[config.mk]
export PLATFORM = sky130hd
export DESIGN_NAME = kernel_launcher_flat
export DESIGN_NICKNAME = d
export VERILOG_FILES = /design/src/rtl/kernel_launcher_pkg.sv /design/src/rtl/kernel_launcher_if.sv /design/src/rtl/kernel_launcher_cycle_watchdog.sv /design/src/rtl/kernel_launcher.sv /design/src/flat_wrapper.sv
export SDC_FILE = /design/constraint.sdc
export NUM_CORES = 1
export LEC_CHECK = 0
export CORE_MARGIN = 10
export CORE_UTILIZATION = 40
export CTS_CLUSTER_DIAMETER = 120
export DETAILED_ROUTE_END_ITERATION = 7
export PLACE_DENSITY = 0.69
export SETUP_SLACK_MARGIN = 0.1
export SYNTH_ARGS = -nofsm -noshare
export SYNTH_HDL_FRONTEND = slang
export SYNTH_SLANG_ARGS = --single-unit
[constraint.sdc]
create_clock -name clk -period 2.37 [get_ports clk]
set_input_delay 0.474 -clock clk [delete_from_list [all_inputs] [get_ports clk]]
set_output_delay 0.474 -clock clk [all_outputs]
set_load 0.05 [all_outputs]
[src/rtl/kernel_launcher_pkg.sv]
// Shared types and default widths for the kernel launcher.
package kernel_launcher_pkg;
  localparam int unsigned DEF_ADDR_BITS      = 8;
  localparam int unsigned DEF_DATA_BITS      = 8;
  localparam int unsigned DEF_DCR_BITS       = 8;
  localparam int unsigned DEF_TIMEOUT_CYCLES = 4096;

  typedef enum logic [2:0] {
    S_IDLE, S_DCR, S_GAP, S_RUN, S_READ, S_OUT, S_FINISH, S_FAIL
  } state_e;

  // Counter width able to hold 1..t; a disabled watchdog still gets one bit.
  function automatic int unsigned wd_width(input int unsigned t);
    return (t == 0) ? 1 : $clog2(t + 1);
  endfunction
endpackage

[src/rtl/kernel_launcher_if.sv]
// Host command, GPU control, data-memory read and result stream bundle.
interface kernel_launcher_if
  import kernel_launcher_pkg::*;
#(
  parameter int unsigned ADDR_BITS = DEF_ADDR_BITS,
  parameter int unsigned DATA_BITS = DEF_DATA_BITS,
  parameter int unsigned DCR_BITS  = DEF_DCR_BITS
);
  logic                 cmd_valid;
  logic                 cmd_ready;
  logic [DCR_BITS-1:0]  cmd_thread_count;
  logic [ADDR_BITS-1:0] cmd_rd_base;
  logic [ADDR_BITS:0]   cmd_rd_len;
  logic                 device_control_write_enable;
  logic [DCR_BITS-1:0]  device_control_data;
  logic                 start;
  logic                 done;
  logic                 mem_read_valid;
  logic [ADDR_BITS-1:0] mem_read_address;
  logic                 mem_read_ready;
  logic [DATA_BITS-1:0] mem_read_data;
  logic                 res_valid;
  logic                 res_ready;
  logic [DATA_BITS-1:0] res_data;
  logic [ADDR_BITS-1:0] res_index;
  logic                 busy;
  logic                 complete;
  logic                 error;

  // Launcher side
  modport master (
    input  cmd_valid, cmd_thread_count, cmd_rd_base, cmd_rd_len,
           done, mem_read_ready, mem_read_data, res_ready,
    output cmd_ready, device_control_write_enable, device_control_data, start,
           mem_read_valid, mem_read_address, res_valid, res_data, res_index,
           busy, complete, error
  );

  // Host / GPU / memory side
  modport slave (
    output cmd_valid, cmd_thread_count, cmd_rd_base, cmd_rd_len,
           done, mem_read_ready, mem_read_data, res_ready,
    input  cmd_ready, device_control_write_enable, device_control_data, start,
           mem_read_valid, mem_read_address, res_valid, res_data, res_index,
           busy, complete, error
  );
endinterface

[src/rtl/kernel_launcher_cycle_watchdog.sv]
// Counts enabled cycles starting at 1; flags expiry on the TIMEOUT_CYCLES-th one.
module cycle_watchdog
  import kernel_launcher_pkg::*;
#(
  parameter int unsigned TIMEOUT_CYCLES = DEF_TIMEOUT_CYCLES,
  parameter int unsigned WIDTH          = wd_width(TIMEOUT_CYCLES)
) (
  input  logic clk,
  input  logic reset,
  input  logic i_enable,
  input  logic i_clear,
  output logic o_expired
);
  generate
    if (TIMEOUT_CYCLES == 0) begin : g_off
      logic w_unused;
      assign w_unused  = ^{clk, reset, i_enable, i_clear};
      assign o_expired = 1'b0;
    end else begin : g_on
      localparam logic [WIDTH-1:0] LIMIT = WIDTH'(TIMEOUT_CYCLES);
      logic [WIDTH-1:0] r_count;

      // Count enabled cycles; saturate at the limit so it can never wrap.
      always_ff @(posedge clk) begin
        if (!reset || i_clear)                 r_count <= WIDTH'(1);
        else if (i_enable && r_count != LIMIT) r_count <= r_count + 1'b1;
      end

      assign o_expired = i_enable && (r_count == LIMIT);
    end
  endgenerate
endmodule

[src/rtl/kernel_launcher.sv]
// Launches one GPU kernel (DCR write, start/done), then streams back a result window.
module kernel_launcher
  import kernel_launcher_pkg::*;
#(
  parameter int unsigned ADDR_BITS      = DEF_ADDR_BITS,
  parameter int unsigned DATA_BITS      = DEF_DATA_BITS,
  parameter int unsigned DCR_BITS       = DEF_DCR_BITS,
  parameter int unsigned TIMEOUT_CYCLES = DEF_TIMEOUT_CYCLES
) (
  input logic              clk,
  input logic              reset,
  kernel_launcher_if.master bus
);
  state_e               r_state, w_next;
  logic [DCR_BITS-1:0]  r_threads;
  logic [ADDR_BITS-1:0] r_base;
  logic [ADDR_BITS:0]   r_len;
  logic [ADDR_BITS:0]   r_idx;
  logic [DATA_BITS-1:0] r_data;
  logic                 r_error;

  logic                 w_expired;
  logic                 w_run;
  logic [ADDR_BITS:0]   w_idx_inc;
  logic [ADDR_BITS-1:0] w_addr;

  assign w_run     = (r_state == S_RUN);
  assign w_idx_inc = r_idx + 1'b1;
  // Index is one bit wider than the address so a full 2^ADDR_BITS window ends; address wraps.
  assign w_addr    = r_base + r_idx[ADDR_BITS-1:0];

  cycle_watchdog #(.TIMEOUT_CYCLES(TIMEOUT_CYCLES)) u_wd (
    .clk      (clk),
    .reset    (reset),
    .i_enable (w_run),
    .i_clear  (!w_run),
    .o_expired(w_expired)
  );

  // State register
  always_ff @(posedge clk) begin
    if (!reset) r_state <= S_IDLE;
    else        r_state <= w_next;
  end

  // Next state and state-decoded outputs
  always_comb begin
    w_next                          = r_state;
    bus.cmd_ready                   = 1'b0;
    bus.device_control_write_enable = 1'b0;
    bus.device_control_data         = '0;
    bus.start                       = 1'b0;
    bus.mem_read_valid              = 1'b0;
    bus.mem_read_address            = '0;
    bus.res_valid                   = 1'b0;
    bus.res_data                    = '0;
    bus.res_index                   = '0;
    bus.complete                    = 1'b0;
    bus.busy                        = (r_state != S_IDLE);
    bus.error                       = r_error;
    case (r_state)
      S_IDLE: begin
        bus.cmd_ready = 1'b1;
        if (bus.cmd_valid) w_next = S_DCR;
      end
      S_DCR: begin
        bus.device_control_write_enable = 1'b1;
        bus.device_control_data         = r_threads;
        w_next                          = S_GAP;
      end
      S_GAP: w_next = S_RUN;
      S_RUN: begin
        bus.start = 1'b1;
        // done wins over an expiry landing in the same cycle
        if (bus.done)      w_next = (r_len == '0) ? S_FINISH : S_READ;
        else if (w_expired) w_next = S_FAIL;
      end
      S_READ: begin
        bus.mem_read_valid   = 1'b1;
        bus.mem_read_address = w_addr;
        if (bus.mem_read_ready) w_next = S_OUT;
      end
      S_OUT: begin
        bus.res_valid = 1'b1;
        bus.res_data  = r_data;
        bus.res_index = r_idx[ADDR_BITS-1:0];
        if (bus.res_ready) w_next = (w_idx_inc == r_len) ? S_FINISH : S_READ;
      end
      S_FINISH: begin
        bus.complete = 1'b1;
        w_next       = S_IDLE;
      end
      default: w_next = S_IDLE;
    endcase
  end

  // Command latch, index counter, read capture and sticky error
  always_ff @(posedge clk) begin
    if (!reset) begin
      r_threads <= '0;
      r_base    <= '0;
      r_len     <= '0;
      r_idx     <= '0;
      r_data    <= '0;
      r_error   <= 1'b0;
    end else begin
      case (r_state)
        S_IDLE: if (bus.cmd_valid) begin
          r_threads <= bus.cmd_thread_count;
          r_base    <= bus.cmd_rd_base;
          r_len     <= bus.cmd_rd_len;
          r_idx     <= '0;
          r_error   <= 1'b0;
        end
        S_RUN:  if (!bus.done && w_expired) r_error <= 1'b1;
        S_READ: if (bus.mem_read_ready)     r_data  <= bus.mem_read_data;
        S_OUT:  if (bus.res_ready)          r_idx   <= w_idx_inc;
        default: ;
      endcase
    end
  end
endmodule

[src/flat_wrapper.sv]
// flat-port wrapper written by rule: the top's interface ports become plain ports
module kernel_launcher_flat import kernel_launcher_pkg::*;
#(
  parameter int unsigned ADDR_BITS      = DEF_ADDR_BITS,
  parameter int unsigned DATA_BITS      = DEF_DATA_BITS,
  parameter int unsigned DCR_BITS       = DEF_DCR_BITS,
  parameter int unsigned TIMEOUT_CYCLES = DEF_TIMEOUT_CYCLES
)
  (clk, reset, bus_cmd_valid, bus_cmd_thread_count, bus_cmd_rd_base, bus_cmd_rd_len, bus_done, bus_mem_read_ready, bus_mem_read_data, bus_res_ready, bus_cmd_ready, bus_device_control_write_enable, bus_device_control_data, bus_start, bus_mem_read_valid, bus_mem_read_address, bus_res_valid, bus_res_data, bus_res_index, bus_busy, bus_complete, bus_error);
  kernel_launcher_if #(.ADDR_BITS(ADDR_BITS), .DATA_BITS(DATA_BITS), .DCR_BITS(DCR_BITS)) bus_i ();
  input logic clk;
  input logic reset;
  input wire logic [$bits(bus_i.cmd_valid)-1:0] bus_cmd_valid;
  input wire logic [$bits(bus_i.cmd_thread_count)-1:0] bus_cmd_thread_count;
  input wire logic [$bits(bus_i.cmd_rd_base)-1:0] bus_cmd_rd_base;
  input wire logic [$bits(bus_i.cmd_rd_len)-1:0] bus_cmd_rd_len;
  input wire logic [$bits(bus_i.done)-1:0] bus_done;
  input wire logic [$bits(bus_i.mem_read_ready)-1:0] bus_mem_read_ready;
  input wire logic [$bits(bus_i.mem_read_data)-1:0] bus_mem_read_data;
  input wire logic [$bits(bus_i.res_ready)-1:0] bus_res_ready;
  output wire logic [$bits(bus_i.cmd_ready)-1:0] bus_cmd_ready;
  output wire logic [$bits(bus_i.device_control_write_enable)-1:0] bus_device_control_write_enable;
  output wire logic [$bits(bus_i.device_control_data)-1:0] bus_device_control_data;
  output wire logic [$bits(bus_i.start)-1:0] bus_start;
  output wire logic [$bits(bus_i.mem_read_valid)-1:0] bus_mem_read_valid;
  output wire logic [$bits(bus_i.mem_read_address)-1:0] bus_mem_read_address;
  output wire logic [$bits(bus_i.res_valid)-1:0] bus_res_valid;
  output wire logic [$bits(bus_i.res_data)-1:0] bus_res_data;
  output wire logic [$bits(bus_i.res_index)-1:0] bus_res_index;
  output wire logic [$bits(bus_i.busy)-1:0] bus_busy;
  output wire logic [$bits(bus_i.complete)-1:0] bus_complete;
  output wire logic [$bits(bus_i.error)-1:0] bus_error;
  assign bus_i.cmd_valid = bus_cmd_valid;
  assign bus_i.cmd_thread_count = bus_cmd_thread_count;
  assign bus_i.cmd_rd_base = bus_cmd_rd_base;
  assign bus_i.cmd_rd_len = bus_cmd_rd_len;
  assign bus_i.done = bus_done;
  assign bus_i.mem_read_ready = bus_mem_read_ready;
  assign bus_i.mem_read_data = bus_mem_read_data;
  assign bus_i.res_ready = bus_res_ready;
  assign bus_cmd_ready = bus_i.cmd_ready;
  assign bus_device_control_write_enable = bus_i.device_control_write_enable;
  assign bus_device_control_data = bus_i.device_control_data;
  assign bus_start = bus_i.start;
  assign bus_mem_read_valid = bus_i.mem_read_valid;
  assign bus_mem_read_address = bus_i.mem_read_address;
  assign bus_res_valid = bus_i.res_valid;
  assign bus_res_data = bus_i.res_data;
  assign bus_res_index = bus_i.res_index;
  assign bus_busy = bus_i.busy;
  assign bus_complete = bus_i.complete;
  assign bus_error = bus_i.error;
  kernel_launcher #(.ADDR_BITS(ADDR_BITS), .DATA_BITS(DATA_BITS), .DCR_BITS(DCR_BITS), .TIMEOUT_CYCLES(TIMEOUT_CYCLES)) u_core (.clk(clk), .reset(reset), .bus(bus_i));
endmodule
Word-level counts from Yosys, hierarchy flattened
Cells that the tools add are included.
{"block": "word_totals", "latchBits": 0, "ramBits": 0, "out_inout_bits": 40, "mem_count": 0, "register_bits": 59, "mem_bits_ro": 0, "word_cells": 66}
{"block": "op_classes", "mux": 24, "n_addsub": 3, "div": 0, "shift": 0, "reduce_logical": 17, "multipliers": 0, "n_eq_ne": 14, "n_lt_le_gt_ge": 0, "bitwise": 0}
{"op": "$mux W8", "count": 4}
{"op": "$mux W9", "count": 2}
{"op": "$pmux W3 S6", "count": 1}
{"op": "$pmux W9 S2", "count": 1}
{"op": "$mux W3", "count": 5}
{"op": "$add A13 B1 Y13 const B", "count": 1}
{"op": "$eq A13 B13 Y1 const B", "count": 1}
{"op": "$ne A13 B13 Y1 const B", "count": 1}
{"op": "$add A9 B1 Y9 const B", "count": 1}
{"op": "$eq A3 B3 Y1 const B", "count": 3}
{"op": "$eq A9 B9 Y1", "count": 1}
{"op": "$logic_not A9 Y1", "count": 1}
{"op": "$add A8 B8 Y8", "count": 1}
{"op": "$mux W1", "count": 8}
{"op": "$eq A3 B2 Y1 const B", "count": 2}
{"op": "$ne A2 B2 Y1 const B", "count": 3}
{"op": "$reduce_and A3 Y1", "count": 2}
{"op": "$mux W2", "count": 2}
{"op": "$reduce_and A2 Y1", "count": 2}
{"op": "$reduce_and A4 Y1", "count": 1}
{"op": "$reduce_bool A2 Y1", "count": 2}
{"op": "$eq A3 B1 Y1 const B", "count": 1}
{"op": "$logic_and A1 B1 Y1", "count": 3}
{"op": "$logic_not A1 Y1", "count": 3}
{"op": "6 further kinds", "count": 6}

Logic depth before layout (Yosys ltp)
Gate-level depths: netlist (run 1).
{"block": "depth", "depth_word": 5, "depth_mapped": 7}

Modules after synthesis
From an unflattened synthesis (run 1), not the netlist that was laid out.
{"block": "unflattened", "cells_unflattened": 422, "hier_area_um2": 3404.5}
{"mod": "kernel_launcher", "seq_area_each_um2": 920.9, "instances": 1, "cells_per_inst": 348, "area_per_inst_um2": 2756.4}
{"mod": "cycle_watchdog", "seq_area_each_um2": 260.2, "instances": 1, "cells_per_inst": 74, "area_per_inst_um2": 648.1}

Worst setup path before layout (run 1)
OpenSTA, ideal clock, no wires.
{"block": "synth_path", "kind": "register to output", "start": "register u_core.r_state[2]", "end": "output bus_device_control_data[0]", "path_stages_with_launch": 5, "path_slack_ns": -0.758, "path_buffers": 2, "arrival_time_ns": 2.654, "cell_sequence": "dfxtp_1 > buf_2 > clkbuf_1 > nor3b_1 > and2_1"}
{"block": "synth_via", "elab_chain_cells": 2}
{"item": "start: declaration", "line_no": "kernel_launcher.sv:14", "text": "state_e r_state, w_next;"}
{"item": "start signal: assignment", "line_no": "kernel_launcher.sv:43", "text": "else r_state <= w_next;"}
{"item": "$eq A3 B1 Y1", "line_no": "kernel_launcher.sv:61", "text": "case (r_state)"}
{"item": "$mux W8", "line_no": "kernel_launcher.sv:61"}
{"item": "end: declaration", "line_no": "flat_wrapper.sv:23", "text": "output wire logic [$bits(bus_i.device_control_data)-1:0] bus_device_control_data;"}
No other way between the ends.

Final worst setup path (run 1)
{"block": "layout_path", "start": "register u_core.r_base[0]", "end": "output bus_mem_read_address[6]"}
{"block": "layout_via", "elab_chain_cells": 2}
{"item": "start: declaration", "line_no": "kernel_launcher.sv:16", "text": "logic [ADDR_BITS-1:0] r_base;"}
{"item": "start signal: assignment", "line_no": "kernel_launcher.sv:110", "text": "r_base <= bus.cmd_rd_base;"}
{"item": "$add A8 B8 Y8", "line_no": "kernel_launcher.sv:30", "text": "assign w_addr = r_base + r_idx[ADDR_BITS-1:0];"}
{"item": "$mux W8", "line_no": "kernel_launcher.sv:61"}
{"item": "end: declaration", "line_no": "flat_wrapper.sv:26", "text": "output wire logic [$bits(bus_i.mem_read_address)-1:0] bus_mem_read_address;"}
No other way between the ends.

==> results.cfg, run 1 <==
[outcome]
outcome = finished with violations
violations = setup timing

[sta]
setup_viol = 4
slew_headroom = 0.6694
rsz0062_at_grt = true
fmax_ghz = 0.3674
finalCriticalPeriod_ns = 2.722
setup_ws_ns = -0.3518
hold_violations = 0
finalMaxSlewViolations = 0
fin_crit_sh = 1.148
skew_ns = 0.008561
worst_pin_slew_ns = 0.4890

[hold_path]
min_path_cells = 2
min-delay-start = u_core.r_data[7]$_SDFFE_PN0P_
holdPathEnd = u_core.r_data[7]$_SDFFE_PN0P_
hp-class = register to register

[setup_path]
critical_path.most_common_cell = a21oi_2
cpMaxStageDelayCell = fa_2
worstSetupPathType = register to output pin
reg2reg_from = u_core.r_idx[1]$_SDFFE_PN0P_
worst_ep_arrival_time_ns = 2.25
r2r_cells = 7
cp.buffers_inverters = 1
cp-start-kind = register
cp_num_cells = 8
crit_chain = ha_4, fa_2, a21o_1, a21oi_2, o21bai_1, a21oi_2, mux2i_4, buf_12
critical_path.max_fanout = 2
path_delay_family = compound AO/OA/AOI/OAI gates
ff2ff_setup_slack_ns = 0.25
cp_slowest_stage_delay_ns = 0.36
crit_required_ns = 1.90
crit-reg2reg-capture = u_core.r_state[1]$_SDFFE_PN0P_
worstSetupEndpointType = output pin

[logic_synthesis]
syn_area_mm2 = 0.003281
synthXorXnorAreaFrac = 0.07208
synth_top_family_by_area = simple AND/OR/NAND/NOR gates
synth_compound_area_frac = 0.1773
async_reset_ff_frac = 0
yosysWarnings = 0
synth_nets = 458
avgSynthCellArea_um2 = 8.041
synth-simple-area-share = 0.2998
ys_ff_latch = 59
ys_seq_area_frac = 0.3600
muxShareOfSynthArea = 0.009153
ys.flop_type = dfxtp_1
synth-adder-area-share = 0.04424
syn_inst = 408
synth_cell_type_count = 55
synth_edf_count = 0

[floorplanning]
fp.dieW_um = 110.6
die_area_mm2 = 0.01222
num_rows = 32
die_h_um = 110.6
core_mm2 = 0.007848
io_pins = 79
start_util = 0.4180

[flow_run]
maxCapViolCount = 0

[route]
ant_nets = 0
wirelength_um = 9074
wire_per_inst_um = 15.02
vias = 3131
drt_pass1_iterations = 4
drt_iter0_drc = 161
drcViolationCount = 0
via_per_inst = 5.184

[cts]
clk_latency_ns = 0.34
clockBufferDepth = 2
cts_root_buf = clkbuf_8
numCtsBuffers = 9
clkTransAtPathRegs_ns = 0.06
cts_tree = yes
cts.sinks = 59
htree_levels = 3

[power_and_ir_drop]
irDropWorstVdd_v = 0.0003881
power_density_mw_per_mm2 = 486.3
leakage_nw = 1.905
finalPower_mw = 2.400

[placement]
dp_hpwl_um = 6781
routabilityCongestion = 0.9105
numPortBuffers = 78
placed_area_mm2 = 0.004695

[cells_and_area]
drive_above_1_share = 0.2131
num_antenna_cells = 0
fin_util = 0.6290
stdcell_area_mm2 = 0.004936
area_growth_pct = 50.46
finalNetCount = 548

[global_routing]
grtUsageMet3 = 0.05240
use_met2 = 0.2398
grt_use_met1 = 0.1824
gr-total-overflow = 0
antenna_found_initial = 0
grt_max_degree = 47
grt_usage = 0.1488
grt_pass1_vias = 3115
grt_pass1_wl_um = 15500
grt_most_used_layer = met2
-- sequential cells by signal, indices dropped and copies added (netlist names) --
| signal | flops |
|---|---|
| u_core.r_idx | 9 |
| u_core.r_base | 8 |
| u_core.r_threads | 8 |
| u_core.r_state | 3 |
| u_core.u_wd.g_on.r_count | 13 |
| u_core.bus.error | 1 |
| u_core.r_len | 9 |
| u_core.r_data | 8 |
-- power by group --
part           internal [mW]  leakage, nW  total, mW  switching, mW
clock                  0.395       0.0839      0.784          0.389
combinational          0.251         1.34      0.531          0.280
sequential              1.04        0.482       1.09         0.0466
total                   1.68         1.90       2.40          0.716
-- cells by family (layout without fill, tap and decap cells) --
| family | Yosys count | count (layout) |
|---|---|---|
| and+or+nand+nor | 195 | 195 |
| AOI/OAI and AO/OA | 84 | 84 |
| xor gates and xnor gates | 27 | 27 |
| adders and majority gates | 11 | 11 |
| muxes | 3 | 3 |
| buffers and inverters | 29 | 123 |
| DFF | 59 | 59 |
-- worst register-to-register path, cell delays in order, from the launching register on --
cell	delay, ns
dfxtp_4	0.36
buf_4	0.16
ha_1	0.26
o21ba_2	0.23
a221oi_1	0.42
o221ai_1	0.19
nor4_1	0.27
o2bb2ai_1	0.16
-- per-layer routing --
metal	part of all wire	wire, um
met4	0.015	134
met5	0	0
met1	0.46	4150
met3	0.062	559
met2	0.47	4230
-- what timing repair did --
item	CTS	global route
hold buffers	0	0
gates cloned	0	0
setup endpoints to repair	17	14
pin swaps	4	4
resized for setup	8	2
buffers inserted	6	0
-- synthesized netlist by cell type (6+ instances only) --
master,number,area share
a21boi_0,7,0.016
a21boi_1,30,0.069
a21oi_1,12,0.018
a31oi_1,6,0.011
and2_1,27,0.051
and3_1,7,0.013
buf_2,8,0.012
clkbuf_1,13,0.015
dfxtp_1,59,0.36
ha_1,10,0.038
nand2_1,78,0.089
nand3_1,12,0.018
nor2_1,29,0.033
o21ai_0,10,0.015
or3_1,7,0.013
xnor2_1,13,0.035
xor2_1,14,0.037
-- how the worst max path moves through the flow --
stage,start,endpoint,slack (ns)
after CTS,u_core.r_base[0]$_SDFFE_PN0P_,bus_mem_read_address[6],-0.38
after floorplan,u_core.r_idx[0]$_SDFFE_PN0P_,bus_mem_read_address[6],-0.03
after global placement,u_core.r_base[0]$_SDFFE_PN0P_,bus_mem_read_address[6],0.02
final,u_core.r_base[0]$_SDFFE_PN0P_,bus_mem_read_address[6],-0.35
after detailed placement,u_core.r_base[0]$_SDFFE_PN0P_,bus_mem_read_address[6],-0.03
after global routing,u_core.r_base[0]$_SDFFE_PN0P_,bus_mem_read_address[6],-0.45
-- metrics by stage --
step	hold WS (ns)	std cells	setup TNS (ns)	setup slack, ns
after floorplan	0.4305	408	-0.02697	-0.02697
after global placement	0.4355	584	0	0.01877
after detailed placement	0.4405	584	-0.03278	-0.03278
after CTS	0.4493	604	-1.004	-0.3778
after global routing	0.4756	604	-1.187	-0.4533
final	0.4486	604	-0.8661	-0.3518
-- layout by cell type, fill, tap and decap left out, types with 3 or more instances in the layout --
| cell type | synthesis | layout |
|---|---|---|
| nor2_2 | 0 | 3 |
| clkdlybuf4s50_1 | 0 | 39 |
| xor2_1 | 14 | 14 |
| a21oi_1 | 12 | 9 |
| clkinvlp_4 | 0 | 3 |
| dfxtp_2 | 0 | 5 |
| inv_1 | 5 | 4 |
| dfxtp_1 | 59 | 53 |
| xnor2_1 | 13 | 12 |
| nor2_1 | 29 | 25 |
| nand2_1 | 78 | 78 |
| and3_1 | 7 | 7 |
| a21boi_0 | 7 | 7 |
| and2_1 | 27 | 27 |
| ha_1 | 10 | 8 |
| buf_12 | 0 | 38 |
| nor2b_1 | 5 | 5 |
| nand3_1 | 12 | 12 |
| a21oi_2 | 1 | 4 |
| o21ai_0 | 10 | 10 |
| nor4_1 | 4 | 4 |
| clkinv_2 | 0 | 3 |
| a21boi_1 | 30 | 30 |
| clkbuf_8 | 0 | 10 |
| nor3_1 | 4 | 4 |
| a31oi_1 | 6 | 6 |
| a21o_1 | 4 | 4 |
| buf_4 | 1 | 24 |
| nand4_1 | 5 | 5 |
| or3_1 | 7 | 7 |
-- layout make-up --
class | instances | area [um^2]
Multi-Input combinational cell | 320 | 2081
Inverter | 6 | 26.28
Tap cell | 102 | 127.6
Timing Repair Buffer | 102 | 1343
Fill cell | 698 | 2912
Clock inverter | 5 | 30.03
Sequential cell | 59 | 1191
Clock buffer | 10 | 137.6
Note: power is estimated with default switching activity, not from simulation.
==> run 2: changes to the inputs <==
CELL_PAD_IN_SITES_DETAIL_PLACEMENT = 0   (was default)
CELL_PAD_IN_SITES_GLOBAL_PLACEMENT = 1   (was default)
CORE_MARGIN = 2   (was 10)
CORE_UTILIZATION = 36   (was 40)
PLACE_DENSITY = 0.82   (was 0.69)
==> results.cfg, run 2 (synthesis gave the netlist of run 1 again) <==
[floorplanning]
io_pins = 79
num_rows = 34
die_area_mm2 = 0.009892
start_util = 0.3744
core_mm2 = 0.008763
die_h_um = 99.46
fp.dieW_um = 99.46

[route]
wirelength_um = 8496
drt_iter0_drc = 141
vias = 3115
via_per_inst = 5.090
ant_nets = 0
drcViolationCount = 0
wire_per_inst_um = 13.88
drt_pass1_iterations = 4

[cts]
clkTransAtPathRegs_ns = 0.07
cts_root_buf = clkbuf_8
clockBufferDepth = 2
clk_latency_ns = 0.34
cts.sinks = 59
htree_levels = 3
numCtsBuffers = 9
hold_buffers = 0
cts_tree = yes

[outcome]
outcome = finished with violations
violations = setup timing

[sta]
finalCriticalPeriod_ns = 2.738
fin_crit_sh = 1.155
slew_headroom = 0.6579
finalMaxSlewViolations = 0
worst_pin_slew_ns = 0.5116
skew_ns = 0.007725
hold_violations = 0
rsz0062_at_grt = true
setup_ws_ns = -0.3684
setup_viol = 4
fmax_ghz = 0.3652

[hold_path]
hp-class = register to register

[setup_path]
worstSetupEndpointType = output pin
cp-start-kind = register
cp_slowest_stage_delay_ns = 0.36
path_delay_family = compound AO/OA/AOI/OAI gates
cp.buffers_inverters = 1
worstSetupPathType = register to output pin
crit_chain = ha_4, fa_2, a21o_1, a21oi_2, o21bai_1, a21oi_2, mux2i_4, buf_12
crit_required_ns = 1.90
cpMaxStageDelayCell = fa_2
critical_path.most_common_cell = a21oi_2
critical_path.max_fanout = 2
worst_ep_arrival_time_ns = 2.26

[global_routing]
grt_pass1_wl_um = 14260
grt_usage = 0.1786
antenna_found_initial = 0
grt_pass1_vias = 2993
grt_max_degree = 47
gr-total-overflow = 0

[placement]
routabilityCongestion = 0.9218
place_ws_ns = -0.04059
dp_cells = 591
numPortBuffers = 78
dp_hpwl_um = 6112

[cells_and_area]
drive_above_1_share = 0.2123
reg.largest.list = u_core.u_wd.g_on.r_count: 13 flops, u_core.r_idx: 9 flops, u_core.r_len: 9 flops
largest_register = u_core.u_wd.g_on.r_count
fin_util = 0.5741
final_cells = 612
num_antenna_cells = 0
largest_reg_flops = 13
layout_commonest_cell = nand2_1
finalNetCount = 549
final_cell_mix = 78 x nand2_1, 55 x dfxtp_1, 40 x buf_12
layout.area.seq_mm2 = 0.001191
multi_input_area_mm2 = 0.002081
area_growth_pct = 53.36
n_fill_cell = 780

[flow_run]
maxCapViolCount = 0

[power_and_ir_drop]
irDropWorstVdd_v = 0.0002667
leakage_nw = 1.953
power_density_mw_per_mm2 = 531.8
finalPower_mw = 2.676
run 2: through the flow:
stage               hold WS [ns]  setup TNS, ns  area (um^2)
floorplan                 0.4305       -0.02697         3366
global placement          0.4364              0         4722
detailed placement        0.4437       -0.04059         4722
CTS                       0.4531        -0.9787         5009
global route              0.4686         -1.382         5031
finish                    0.4492        -0.9569         5031
run 2: path summary, 6_finish.rpt:
| check | from | end | slack [ns] | cells past startpoint |
|---|---|---|---|---|
| hold reg to reg | u_core.r_data[2]$_SDFFE_PN0P_ | u_core.r_data[2]$_SDFFE_PN0P_ | 0.45 | 2 |
| setup reg to reg | u_core.r_idx[0]$_SDFFE_PN0P_ | u_core.r_state[1]$_SDFFE_PN0P_ | 0.38 | 7 |
| setup / recovery | u_core.r_base[0]$_SDFFE_PN0P_ | bus_mem_read_address[6] | -0.37 | 8 |
| hold / removal | u_core.r_data[2]$_SDFFE_PN0P_ | u_core.r_data[2]$_SDFFE_PN0P_ | 0.45 | 2 |
run 2: worst reg2reg max path, stage by stage (launching register included):
cell and delay, ns:
dfxtp_2 0.35, buf_4 0.16, ha_1 0.28, nand2_1 0.15
or3b_1 0.37, o32a_1 0.29, a31oi_1 0.19, o2bb2ai_1 0.13
run 2: where the power goes:
group	total [mW]	leakage, nW	switching (mW)	internal, mW
Clock	1.05	0.119	0.402	0.644
Sequential	1.08	0.482	0.0376	1.04
Combinational	0.554	1.35	0.291	0.263
run 2: cell type report:
cell class | count | area share
inverter | 6 | 0.005223
timing repair buffer | 103 | 0.2726
clock inverter | 5 | 0.01492
multi-input combinational | 320 | 0.4136
sequential | 59 | 0.2368
clock buffer | 11 | 0.03009
tap | 108 | 0.02686
run 2: timing repair:
action | CTS | global route
hold endpoints to repair | 0 | 0
buffers inserted | 4 | 2
setup endpoints to repair | 13 | 6
pin swaps | 4 | 6
resized for setup | 5 | 3
run 2: layer usage:
layer | vias to the layer above | track usage | share of wire
met3 | 12 | 0.04216 | 0.073
met5 | - | 0 | 0
met1 | 1405 | 0.2355 | 0.46
met2 | 104 | 0.2827 | 0.45
met4 | 0 | 0.07060 | 0.019
li1 | 1594 | - | -
